===== config.mk =====
export PLATFORM = sky130hd
export DESIGN_NAME = alu_multicycle
export DESIGN_NICKNAME = d
export VERILOG_FILES = /design/src/rtl/alu_pkg.sv /design/src/rtl/alu_iter_muldiv.sv /design/src/rtl/alu_multicycle.sv
export SDC_FILE = /design/constraint.sdc
export NUM_CORES = 1
export LEC_CHECK = 0
export BUFFER_PORTS_ARGS = -buffer_cell sky130_fd_sc_hd__buf_2
export CORE_MARGIN = 2
export CORE_UTILIZATION = 50
export CTS_BUF_LIST = sky130_fd_sc_hd__clkbuf_8
export DETAILED_ROUTE_END_ITERATION = 10
export GPL_TIMING_DRIVEN = 0
export PLACE_DENSITY = 0.68
export SLEW_MARGIN = 20
export SYNTH_ARGS = -nofsm -noshare
export SYNTH_HDL_FRONTEND = slang
export SYNTH_SLANG_ARGS = --single-unit

===== constraint.sdc =====
create_clock -name clk -period 7.9 [get_ports clk]
set_input_delay 0.395 -clock clk [delete_from_list [all_inputs] [get_ports clk]]
set_output_delay 0.395 -clock clk [all_outputs]
set_load 0.005 [all_outputs]

===== src/rtl/alu_pkg.sv =====
// rtl/alu_pkg.sv - op codes, FSM state encoding and op-class helpers for the multi-cycle ALU
package alu_pkg;

  typedef enum logic [1:0] {
    ST_IDLE = 2'd0,
    ST_BUSY = 2'd1,
    ST_DONE = 2'd2
  } state_t;

  localparam logic [3:0] OP_AND  = 4'd0;
  localparam logic [3:0] OP_OR   = 4'd1;
  localparam logic [3:0] OP_ADD  = 4'd2;
  localparam logic [3:0] OP_SLT  = 4'd3;
  localparam logic [3:0] OP_MUL  = 4'd4;
  localparam logic [3:0] OP_XOR  = 4'd5;
  localparam logic [3:0] OP_SLL  = 4'd6;
  localparam logic [3:0] OP_SRL  = 4'd7;
  localparam logic [3:0] OP_SRA  = 4'd8;
  localparam logic [3:0] OP_DIVU = 4'd9;
  localparam logic [3:0] OP_REMU = 4'd10;

  function automatic logic is_div_op(input logic [3:0] op);
    return (op == OP_DIVU) || (op == OP_REMU);
  endfunction

  function automatic logic is_iter_op(input logic [3:0] op);
    return (op == OP_MUL) || is_div_op(op);
  endfunction

endpackage


===== src/rtl/alu_iter_muldiv.sv =====
// rtl/alu_iter_muldiv.sv - shared one-bit-per-cycle shift-add multiplier / restoring divider
module alu_iter_muldiv #(
  parameter int WIDTH = 24
) (
  input  logic             clk,
  input  logic             rst_n,
  input  logic             start,
  input  logic             op_is_div,
  input  logic [WIDTH-1:0] i_a,
  input  logic [WIDTH-1:0] i_b,
  output logic             done,
  output logic [WIDTH-1:0] o_res_lo,
  output logic [WIDTH-1:0] o_res_hi
);

  localparam int SHW = $clog2(WIDTH);
  localparam logic [SHW:0] CNT_INIT = (SHW+1)'(WIDTH - 1);

  logic [WIDTH-1:0] r_acc;
  logic [WIDTH-1:0] r_sh;
  logic [WIDTH-1:0] r_m;
  logic [SHW:0]     r_cnt;
  logic             r_busy;
  logic             r_div;

  logic [WIDTH:0]   w_sum;
  logic [WIDTH:0]   w_shift;
  logic [WIDTH+1:0] w_diff;
  logic             w_ge;
  logic [WIDTH-1:0] w_acc_nx;
  logic [WIDTH-1:0] w_sh_nx;

  // MUL: {acc, sh} is the product register, multiplier consumed from sh[0].
  assign w_sum = {1'b0, r_acc} + (r_sh[0] ? {1'b0, r_m} : {(WIDTH+1){1'b0}});

  // DIV: remainder in acc, dividend shifts out of sh while quotient bits shift in.
  assign w_shift = {r_acc, r_sh[WIDTH-1]};
  assign w_diff  = {1'b0, w_shift} - {2'b00, r_m};
  assign w_ge    = ~w_diff[WIDTH+1];

  always_comb begin
    w_acc_nx = w_sum[WIDTH:1];
    w_sh_nx  = {w_sum[0], r_sh[WIDTH-1:1]};
    if (r_div) begin
      w_acc_nx = w_ge ? w_diff[WIDTH-1:0] : w_shift[WIDTH-1:0];
      w_sh_nx  = {r_sh[WIDTH-2:0], w_ge};
    end
  end

  always_ff @(posedge clk or negedge rst_n) begin
    if (!rst_n) begin
      r_acc  <= '0;
      r_sh   <= '0;
      r_m    <= '0;
      r_cnt  <= '0;
      r_busy <= 1'b0;
      r_div  <= 1'b0;
    end else if (start) begin
      r_acc  <= '0;
      r_sh   <= i_a;
      r_m    <= i_b;
      r_cnt  <= CNT_INIT;
      r_busy <= 1'b1;
      r_div  <= op_is_div;
    end else if (r_busy) begin
      r_acc <= w_acc_nx;
      r_sh  <= w_sh_nx;
      if (r_cnt == '0) begin
        r_busy <= 1'b0;
      end else begin
        r_cnt <= r_cnt - 1'b1;
      end
    end
  end

  // Results are the post-step values so the caller can capture on the final step edge.
  assign done     = r_busy && (r_cnt == '0);
  assign o_res_lo = w_sh_nx;
  assign o_res_hi = w_acc_nx;

endmodule


===== src/rtl/alu_multicycle.sv =====
// rtl/alu_multicycle.sv - multi-cycle ALU: handshake FSM, single-cycle ops, registered outputs
module alu_multicycle
  import alu_pkg::*;
#(
  parameter  int WIDTH = 24,
  localparam int SHW   = $clog2(WIDTH)
) (
  input  logic             clk,
  input  logic             rst_n,
  input  logic             in_valid,
  output logic             in_ready,
  input  logic [WIDTH-1:0] a,
  input  logic [WIDTH-1:0] b,
  input  logic             a_invert,
  input  logic             b_invert,
  input  logic [3:0]       op,
  input  logic [SHW-1:0]   shamt,
  output logic             out_valid,
  input  logic             out_ready,
  output logic [WIDTH-1:0] result,
  output logic [WIDTH-1:0] result_hi,
  output logic             zero,
  output logic             overflow,
  output logic             cout,
  output logic             div_by_zero
);

  state_t r_state;
  state_t w_state_nx;

  logic             w_accept;
  logic             w_start;
  logic             w_done;
  logic [WIDTH-1:0] w_iter_lo;
  logic [WIDTH-1:0] w_iter_hi;

  logic [WIDTH-1:0] w_a_eff;
  logic [WIDTH-1:0] w_b_eff;
  logic [WIDTH:0]   w_add;
  logic [WIDTH:0]   w_sub;
  logic             w_add_ovf;
  logic             w_sub_ovf;
  logic [SHW-1:0]   w_shamt_sat;
  logic [WIDTH-1:0] w_sc_result;
  logic             w_sc_ovf;
  logic             w_sc_cout;

  logic [WIDTH-1:0] r_result;
  logic [WIDTH-1:0] r_result_hi;
  logic             r_zero;
  logic             r_overflow;
  logic             r_cout;
  logic             r_dbz;
  logic [3:0]       r_op;
  logic             r_dbz_pend;

  assign w_accept = in_valid && in_ready;
  assign w_start  = w_accept && is_iter_op(op);

  always_ff @(posedge clk or negedge rst_n) begin
    if (!rst_n) begin
      r_state <= ST_IDLE;
    end else begin
      r_state <= w_state_nx;
    end
  end

  always_comb begin
    w_state_nx = r_state;
    case (r_state)
      ST_IDLE: begin
        if (w_accept) begin
          w_state_nx = is_iter_op(op) ? ST_BUSY : ST_DONE;
        end
      end
      ST_BUSY: begin
        if (w_done) begin
          w_state_nx = ST_DONE;
        end
      end
      ST_DONE: begin
        if (out_ready) begin
          w_state_nx = ST_IDLE;
        end
      end
      default: w_state_nx = ST_IDLE;
    endcase
  end

  always_comb begin
    in_ready  = (r_state == ST_IDLE);
    out_valid = (r_state == ST_DONE);
  end

  alu_iter_muldiv #(
    .WIDTH(WIDTH)
  ) u_iter (
    .clk      (clk),
    .rst_n    (rst_n),
    .start    (w_start),
    .op_is_div(is_div_op(op)),
    .i_a      (a),
    .i_b      (b),
    .done     (w_done),
    .o_res_lo (w_iter_lo),
    .o_res_hi (w_iter_hi)
  );

  assign w_a_eff = a_invert ? ~a : a;
  assign w_b_eff = b_invert ? ~b : b;
  assign w_add   = {1'b0, w_a_eff} + {1'b0, w_b_eff} + {{WIDTH{1'b0}}, b_invert};
  assign w_sub   = {1'b0, a} + {1'b0, ~b} + {{WIDTH{1'b0}}, 1'b1};

  assign w_add_ovf = (w_a_eff[WIDTH-1] == w_b_eff[WIDTH-1]) &&
                     (w_add[WIDTH-1] != w_a_eff[WIDTH-1]);
  assign w_sub_ovf = (a[WIDTH-1] != b[WIDTH-1]) && (w_sub[WIDTH-1] != a[WIDTH-1]);

  // Out-of-range shift amounts saturate at WIDTH-1 rather than wrapping.
  assign w_shamt_sat = ({1'b0, shamt} >= (SHW+1)'(WIDTH)) ? SHW'(WIDTH - 1) : shamt;

  always_comb begin
    w_sc_result = '0;
    w_sc_ovf    = 1'b0;
    w_sc_cout   = 1'b0;
    case (op)
      OP_AND: w_sc_result = w_a_eff & w_b_eff;
      OP_OR:  w_sc_result = w_a_eff | w_b_eff;
      OP_XOR: w_sc_result = w_a_eff ^ w_b_eff;
      OP_ADD: begin
        w_sc_result = w_add[WIDTH-1:0];
        w_sc_ovf    = w_add_ovf;
        w_sc_cout   = w_add[WIDTH];
      end
      OP_SLT: begin
        w_sc_result = {{(WIDTH-1){1'b0}}, w_sub[WIDTH-1] ^ w_sub_ovf};
        w_sc_ovf    = w_sub_ovf;
      end
      OP_SLL: w_sc_result = a << w_shamt_sat;
      OP_SRL: w_sc_result = a >> w_shamt_sat;
      OP_SRA: w_sc_result = $unsigned($signed(a) >>> w_shamt_sat);
      default: w_sc_result = '0;
    endcase
  end

  always_ff @(posedge clk or negedge rst_n) begin
    if (!rst_n) begin
      r_result    <= '0;
      r_result_hi <= '0;
      r_zero      <= 1'b0;
      r_overflow  <= 1'b0;
      r_cout      <= 1'b0;
      r_dbz       <= 1'b0;
      r_op        <= '0;
      r_dbz_pend  <= 1'b0;
    end else if (w_accept && !is_iter_op(op)) begin
      r_result    <= w_sc_result;
      r_result_hi <= '0;
      r_zero      <= (w_sc_result == '0);
      r_overflow  <= w_sc_ovf;
      r_cout      <= w_sc_cout;
      r_dbz       <= 1'b0;
    end else if (w_accept) begin
      r_op       <= op;
      r_dbz_pend <= (b == '0);
    end else if (w_done) begin
      r_overflow <= 1'b0;
      r_cout     <= 1'b0;
      if (r_op == OP_MUL) begin
        r_result    <= w_iter_lo;
        r_result_hi <= w_iter_hi;
        r_zero      <= ({w_iter_hi, w_iter_lo} == '0);
        r_dbz       <= 1'b0;
      end else if (r_op == OP_DIVU) begin
        r_result    <= w_iter_lo;
        r_result_hi <= '0;
        r_zero      <= (w_iter_lo == '0);
        r_dbz       <= r_dbz_pend;
      end else begin
        r_result    <= w_iter_hi;
        r_result_hi <= '0;
        r_zero      <= (w_iter_hi == '0);
        r_dbz       <= r_dbz_pend;
      end
    end
  end

  assign result      = r_result;
  assign result_hi   = r_result_hi;
  assign zero        = r_zero;
  assign overflow    = r_overflow;
  assign cout        = r_cout;
  assign div_by_zero = r_dbz;

endmodule


# After elaboration in Yosys (flattened, before gate mapping)
# Cells that the tools add are included.
# totals
reg_bits,139
output_inout_bits,54
elab_cells,127
input_bits,63
rom_bits,0
n_memories,0
latch_bits,0
ramBits,0
# classes
muxes,47
n_mul,0
add_sub_neg,7
eq_ne,23
reduce_logical,23
n_div,0
order_cmp,1
bitwise_logic,8
n_shift,3
# ops
operator,n
24-bit two-way mux,19
24-bit one-hot mux with 8 select lines,1
24-bit logical NOT,4
48-bit logical NOT,1
24-bit inverter,2
25-bit by 24-bit subtractor with 26-bit output,1
24-bit by 24-bit adder with 25-bit output,1
24-bit by 25-bit adder with 25-bit output,1
25-bit by 1-bit adder with 25-bit output,1
"24-bit by 1-bit adder with 24-bit output, second input constant",1
24-bit adder,1
24-bit AND,1
24-bit OR,1
24-bit by 5-bit left shift with 24-bit output,1
24-bit by 5-bit >> shifter with 24-bit output,1
24-bit by 5-bit >>> shifter with 24-bit output,1
24-bit XOR,1
"4-bit by 3-bit equality test with 1-bit output, second input constant",5
6-bit two-way mux,3
1-bit two-way mux,17
"4-bit equality test, second input constant",4
"2-bit by 1-bit != test with 1-bit output, second input constant",5
"4-bit by 2-bit equality test with 1-bit output, second input constant",2
2-bit two-way mux,4
other kinds (21),33

# Depth between registers and ports, before layout
# logic_depth
depth_word,9
mapped_depth,23
ltp_nobuf,23

# Modules after synthesis
# A second synthesis with hierarchy kept.
# unflattened
hier_cells,2206
area_unflattened_um2,16971.3
# by_module_without_submodules
mod,n_inst,cells_per_inst,area_per_inst_um2
alu_multicycle,1,1409,10267.3
alu_iter_muldiv,1,797,6703.9

# Worst setup path after synthesis
# No wires, ideal clock.
# synth_timing
kind,input to register
start,input a_invert
end,"register r_zero, in the netlist zero"
path_slack_ns,3.300
required_ns,7.805
t_arrival_ns,4.505
stages,16
path_cell_list,clkbuf_1 > buf_1 > xor2_1 > ha_1 > clkbuf_1 > a21oi_1 > and3_1 > o21ai_0 > o2111ai_1 > or4_1 > or3_1 > or4_1 > or4_1 > nor3_1 > a21oi_1 > o31ai_1
# synth_via
elab_chain_cells,6
# synth_rtl
item,line_no,source
"start, declared",alu_multicycle.sv:14,"input logic a_invert,"
24-bit two-way mux (*),alu_multicycle.sv:109,assign w_a_eff = a_invert ? ~a : a;
24-bit by 24-bit adder with 25-bit output,alu_multicycle.sv:111,"assign w_add = {1'b0, w_a_eff} + {1'b0, w_b_eff} + {{WIDTH{1'b0}}, b_invert};"
25-bit by 1-bit adder with 25-bit output,alu_multicycle.sv:111,
24-bit one-hot mux with 8 select lines (*),alu_multicycle.sv:125,case (op)
24-bit logical NOT (*),alu_multicycle.sv:158,r_zero <= (w_sc_result == '0);
1-bit two-way mux (*),alu_multicycle.sv:155,end else if (w_accept && !is_iter_op(op)) begin
"end signal, assigned",alu_multicycle.sv:158,
"end signal, assigned",alu_multicycle.sv:171,"r_zero <= ({w_iter_hi, w_iter_lo} == '0);"
"end signal, assigned",alu_multicycle.sv:176,r_zero <= (w_iter_lo == '0);
"end, declared",alu_multicycle.sv:50,logic r_zero;
# Every way passes the cells marked *; elsewhere a longest branch is shown, timed or not.
# A chain may end at the register's enable or synchronous reset.

# Final worst setup path
# layout_timing
start,input a[0]
end,"register r_zero, in the netlist zero"
# layout_via
elab_chain_cells,8
# layout_rtl
item,line_no,source
"start, declared",alu_multicycle.sv:12,"input logic [WIDTH-1:0] a,"
24-bit adder,alu_multicycle.sv:112,"assign w_sub = {1'b0, a} + {1'b0, ~b} + {{WIDTH{1'b0}}, 1'b1};"
24-bit by 1-bit adder with 24-bit output,alu_multicycle.sv:112,
1-bit != test,alu_multicycle.sv:116,assign w_sub_ovf = (a[WIDTH-1] != b[WIDTH-1]) && (w_sub[WIDTH-1] != a[WIDTH-1]);
1-bit logical AND,alu_multicycle.sv:116,
1-bit XOR,alu_multicycle.sv:135,"w_sc_result = {{(WIDTH-1){1'b0}}, w_sub[WIDTH-1] ^ w_sub_ovf};"
24-bit one-hot mux with 8 select lines (*),alu_multicycle.sv:125,
24-bit logical NOT (*),alu_multicycle.sv:158,
1-bit two-way mux (*),alu_multicycle.sv:155,
# Marks and branches as above.

==> summary.md <==
| Metric | Value |
|---|---|
| Drt pass-1 iters | `8` |
| Yosys cell types | `81` |
| Die ar. | `0.03504 mm²` |
| Wirelength per Cell | `30.20 µm` |
| Worst R2R End | `result[10]$_DFFE_PN0P_` |
| Hold_sp | `out_ready` |
| Final nets | `2606` |
| Core outline area | `~0.033 mm²` |
| Post-Syn Instances | `2286` |
| Synthesized Nets | `2473` |
| Worst VDD drop | `0.0003513 V` |
| Int Pwr | `3151 µW` |
| Logic pwr share | `75.2%` |
| Worst slew pin tran | `1.245 ns` |
| Vias/cell | `around 7.1` |
| Post-synth top area share | `20.73%` |
| Async S/R FF share, synth | `100.0%` |
| Hold EP | `r_state[1]$_DFFE_PN0P_` |
| Most common cell in the netlist | `nand2_1` |
| Worst slew margin | `about 15%` |
| Final Cycle Share | `80.43%` |
| Ranking of synthesized cells by area | `dfrtp_1, ha_1, nand2_1` |
| Prevailing post-synth register cell | `dfrtp_1` |
| CTS Buffer Depth | `2` |
| # rows | `between 60 and 70` |
| DRC viols | `0` |
| # setup viols final | `0` |
| Worst-path clk slew | `0.09 ns` |
| PwrDens | `407.8 mW/mm²` |
| DR vias | `20380` |
| Number of antenna violations at the first check in global routing | `2` |
| Global router's overall resource usage | `48.66%` |
| Max Slew Vio Count | `0` |
| Min Clock Period, post-route | `6.354 ns` |
| Endpoints failing hold | `0` |
| CTS H-tree lvls | `4` |
| Fmax | `~160 MHz` |
| Die Ht | `~190 µm` |
| HP Class | `input port to register` |
| CTS tree | `done` |
| Post-CTS resize count | `0` |
| Post-CTS Setup Inserts | `0` |
| CP cell instances | `clkbuf_1 -> nand2b_1 -> a21o_1 -> a21o_1 -> a21oi_1 -> nor2b_1 -> o21ai_0 -> nand2b_1 -> a21oi_1 -> o31ai_1 -> a31oi_1 -> o21a_1 -> fa_1 -> and3_1 -> o21ai_0 -> nor3b_1 -> nand3_1 -> a2111oi_0 -> nand4_1 -> or4_1 -> nor3_1 -> a21oi_1 -> o31ai_1` |
| Global-route wire length before repair | `127400 µm` |
| Root buffer cell | `clkbuf_8` |
| Area leader, netlist | `dfrtp_1` |
| Number of max-cap violations | `0` |
| Final WL | `87000 µm` |
| Io pins | `117` |
| Largest net degree at the start of global routing | `82` |
| Yosys warns | `0` |
| Sequential fraction of design power | `17.4%` |
| Placer Congestion | `1.099` |
| Clock Latency Late Sink | `0.48 ns` |
| Buffers and inverters on the worst path | `1` |
| Switching Fraction | `57.88%` |
| Die X | `~190 µm` |
| Worst Path Arrival | `6.74 ns` |
| Setup TNS | `0 ns` |
| Reg2Reg Launch Point | `u_iter.r_acc[11]$_DFFE_PN0P_` |
| Worst setup EP type | `register` |
| CP startpoint kind | `input port` |
| CTS Sinks | `139` |
| Clock power share | `7.4%` |
| Net Sw Power | `approximately 4300 µW` |
| Initial DRC count | `around 3200` |
| Crit-path leading delay family | `compound AO/OA/AOI/OAI gates` |
| Register-to-Register Path Depth | `15` |
| CP max stage cell | `a2111oi_0` |
| Initial Util | `50.42%` |
| Detailed Place HPWL | `about 67000 µm` |
| Outcome | `finished, final reports clean` |
| Worst reg-to-reg setup slack | `between 2 and 2.5 ns` |
| WP depth | `23` |
| WP data required | `a little over 8 ns` |
| Avg Cell Area, Syn | `7.340 µm²` |
| Crit Path Category | `input port to register` |
| Mapped Area | `0.01678 mm²` |
| Crit path largest cell delay | `1.14 ns` |
| Layout cells sized above 1 | `9.173%` |
| Number of synthesized flops with an enable pin | `0` |
| Most used cell along the critical path | `a21oi_1` |
| PnR Total Power | `7481 µW` |
| Post-synthesis sequential area ratio | `20.73%` |
| Routed Antenna Nets | `0` |
| Leakage | `0.008077 µW` |
| Yosys reg bits | `139` |
| Fin area | `0.01834 mm²` |
| Synth-to-layout area growth | `9.320%` |
| Unrepaired setup endpoints after global routing | `false` |
| Vias in the first global route | `between 15000 and 20000` |
| Critical path fanouts, max | `10` |
| Port bufs | `111` |
| CTS Buf Count | `17` |
| Placed cell area | `0.01796 mm²` |
| Hold path depth | `3` |
| Grt total ovfl | `0` |
| Clk_skew | `between 0.01 and 0.015 ns` |
| Top post-synthesis cells by count | `nand2_1, o21ai_0, nor2_1` |
-- what timing repair did --
item                                    CTS  global route
hold endpoints to repair                 58             0
endpoints found under the setup margin    0             0
hold buffers                              1             0
-- how the worst max path moves through the flow --
stage / startpoint / to / slack (ns)
after CTS: a[0] / zero$_DFFE_PN0P_ / 1.97
final: a[0] / zero$_DFFE_PN0P_ / 1.55
after detailed placement: a[0] / zero$_DFFE_PN0P_ / 1.50
after global routing: a[0] / zero$_DFFE_PN0P_ / 1.51
after global placement: a[0] / zero$_DFFE_PN0P_ / 1.37
after floorplan: a_invert / zero$_DFFE_PN0P_ / 3.30
-- cells by family after synthesis --
logic type | synth area share [%]
simple gates | 21.91
mux | 7.404
xor+xnor | 5.115
compound gates | 28.52
fa+ha+maj | 9.425
buf+inv | 6.890
flops | 20.73
-- metal layers --
metal / part of all wire [%] / global-route usage [%] / wire length [µm] / vias to the layer above
li1: - / - / - / 8593
met1: 35 / 56.75 / 30410 / 9605
met2: 44 / 75.98 / 37870 / 1711
met3: 12 / 12.65 / 10280 / 466
met4: 9.7 / 38.80 / 8450 / 0
met5: 0 / 0 / 0 / -
-- sequential cells by signal, indices dropped and copies added, names as in the netlist, 2 cells and up --
signal	count
result	24
result_hi	24
u_iter.r_acc	24
u_iter.r_m	24
u_iter.r_sh	24
u_iter.r_cnt	6
r_op	4
r_state	2
-- tightest hold or removal path, cell delays in order --
cell and delay [ns]:
buf_2 0.07, nand2b_1 0.08, o21ai_0 0.08
-- cells in the final DEF (no fill, tap or decap), drive strengths merged, types with 12 or more instances in the layout --
master and count:
nand2 301, o21ai 196, nor2 180, buf 160, a21oi 147, clkbuf 146
dfrtp 139, inv 131, ha 120, mux2i 78, xor2 71, a211oi 53
nor3 51, o211ai 40, a31oi 39, and2 38, nand3 38, nand2b 34
a21o 31, xnor2 27, o22ai 26, mux2 25, nand4 24, nor2b 21
and3 18, a22oi 18, a2111oi 16, o2111ai 15, a221oi 13, o221ai 13
a22o 12
-- final cells by class --
class	count	area, µm²
clock buffers	19	261.5
flip-flops and latches	139	3478
inverters	128	480.5
well taps	448	560.5
plain buffers	174	675.6
diodes	2	5.005
repair buffers	114	610.6
clock inverters	12	92.59
multi-input cells	1845	12180
fillers	3190	14940
-- per-stage QoR --
stage               util, %  std cells  setup WS [ns]  hold slack, ns
finish                55.12       2881          1.546          0.2037
CTS                   55.05       2879          1.969          0.2088
detailed placement    53.96       2847          1.499          0.3559
global route          55.10       2879          1.509          0.2141
floorplan                 -       2286          3.300         0.09941
global placement      53.77       2845          1.375          0.4505
-- power groups by stage --
stage / Sequential (µW) / Combinational [µW] / Clock [µW]
after detailed placement: 1290 / 5300 / 0
final: 1300 / 5630 / 553
after global routing: 1320 / 5950 / 575
after global placement: 1270 / 5090 / 0
after floorplan: 1210 / 3600 / 0
after CTS: 1280 / 5330 / 545
Note: power is estimated with default switching activity, not from simulation.
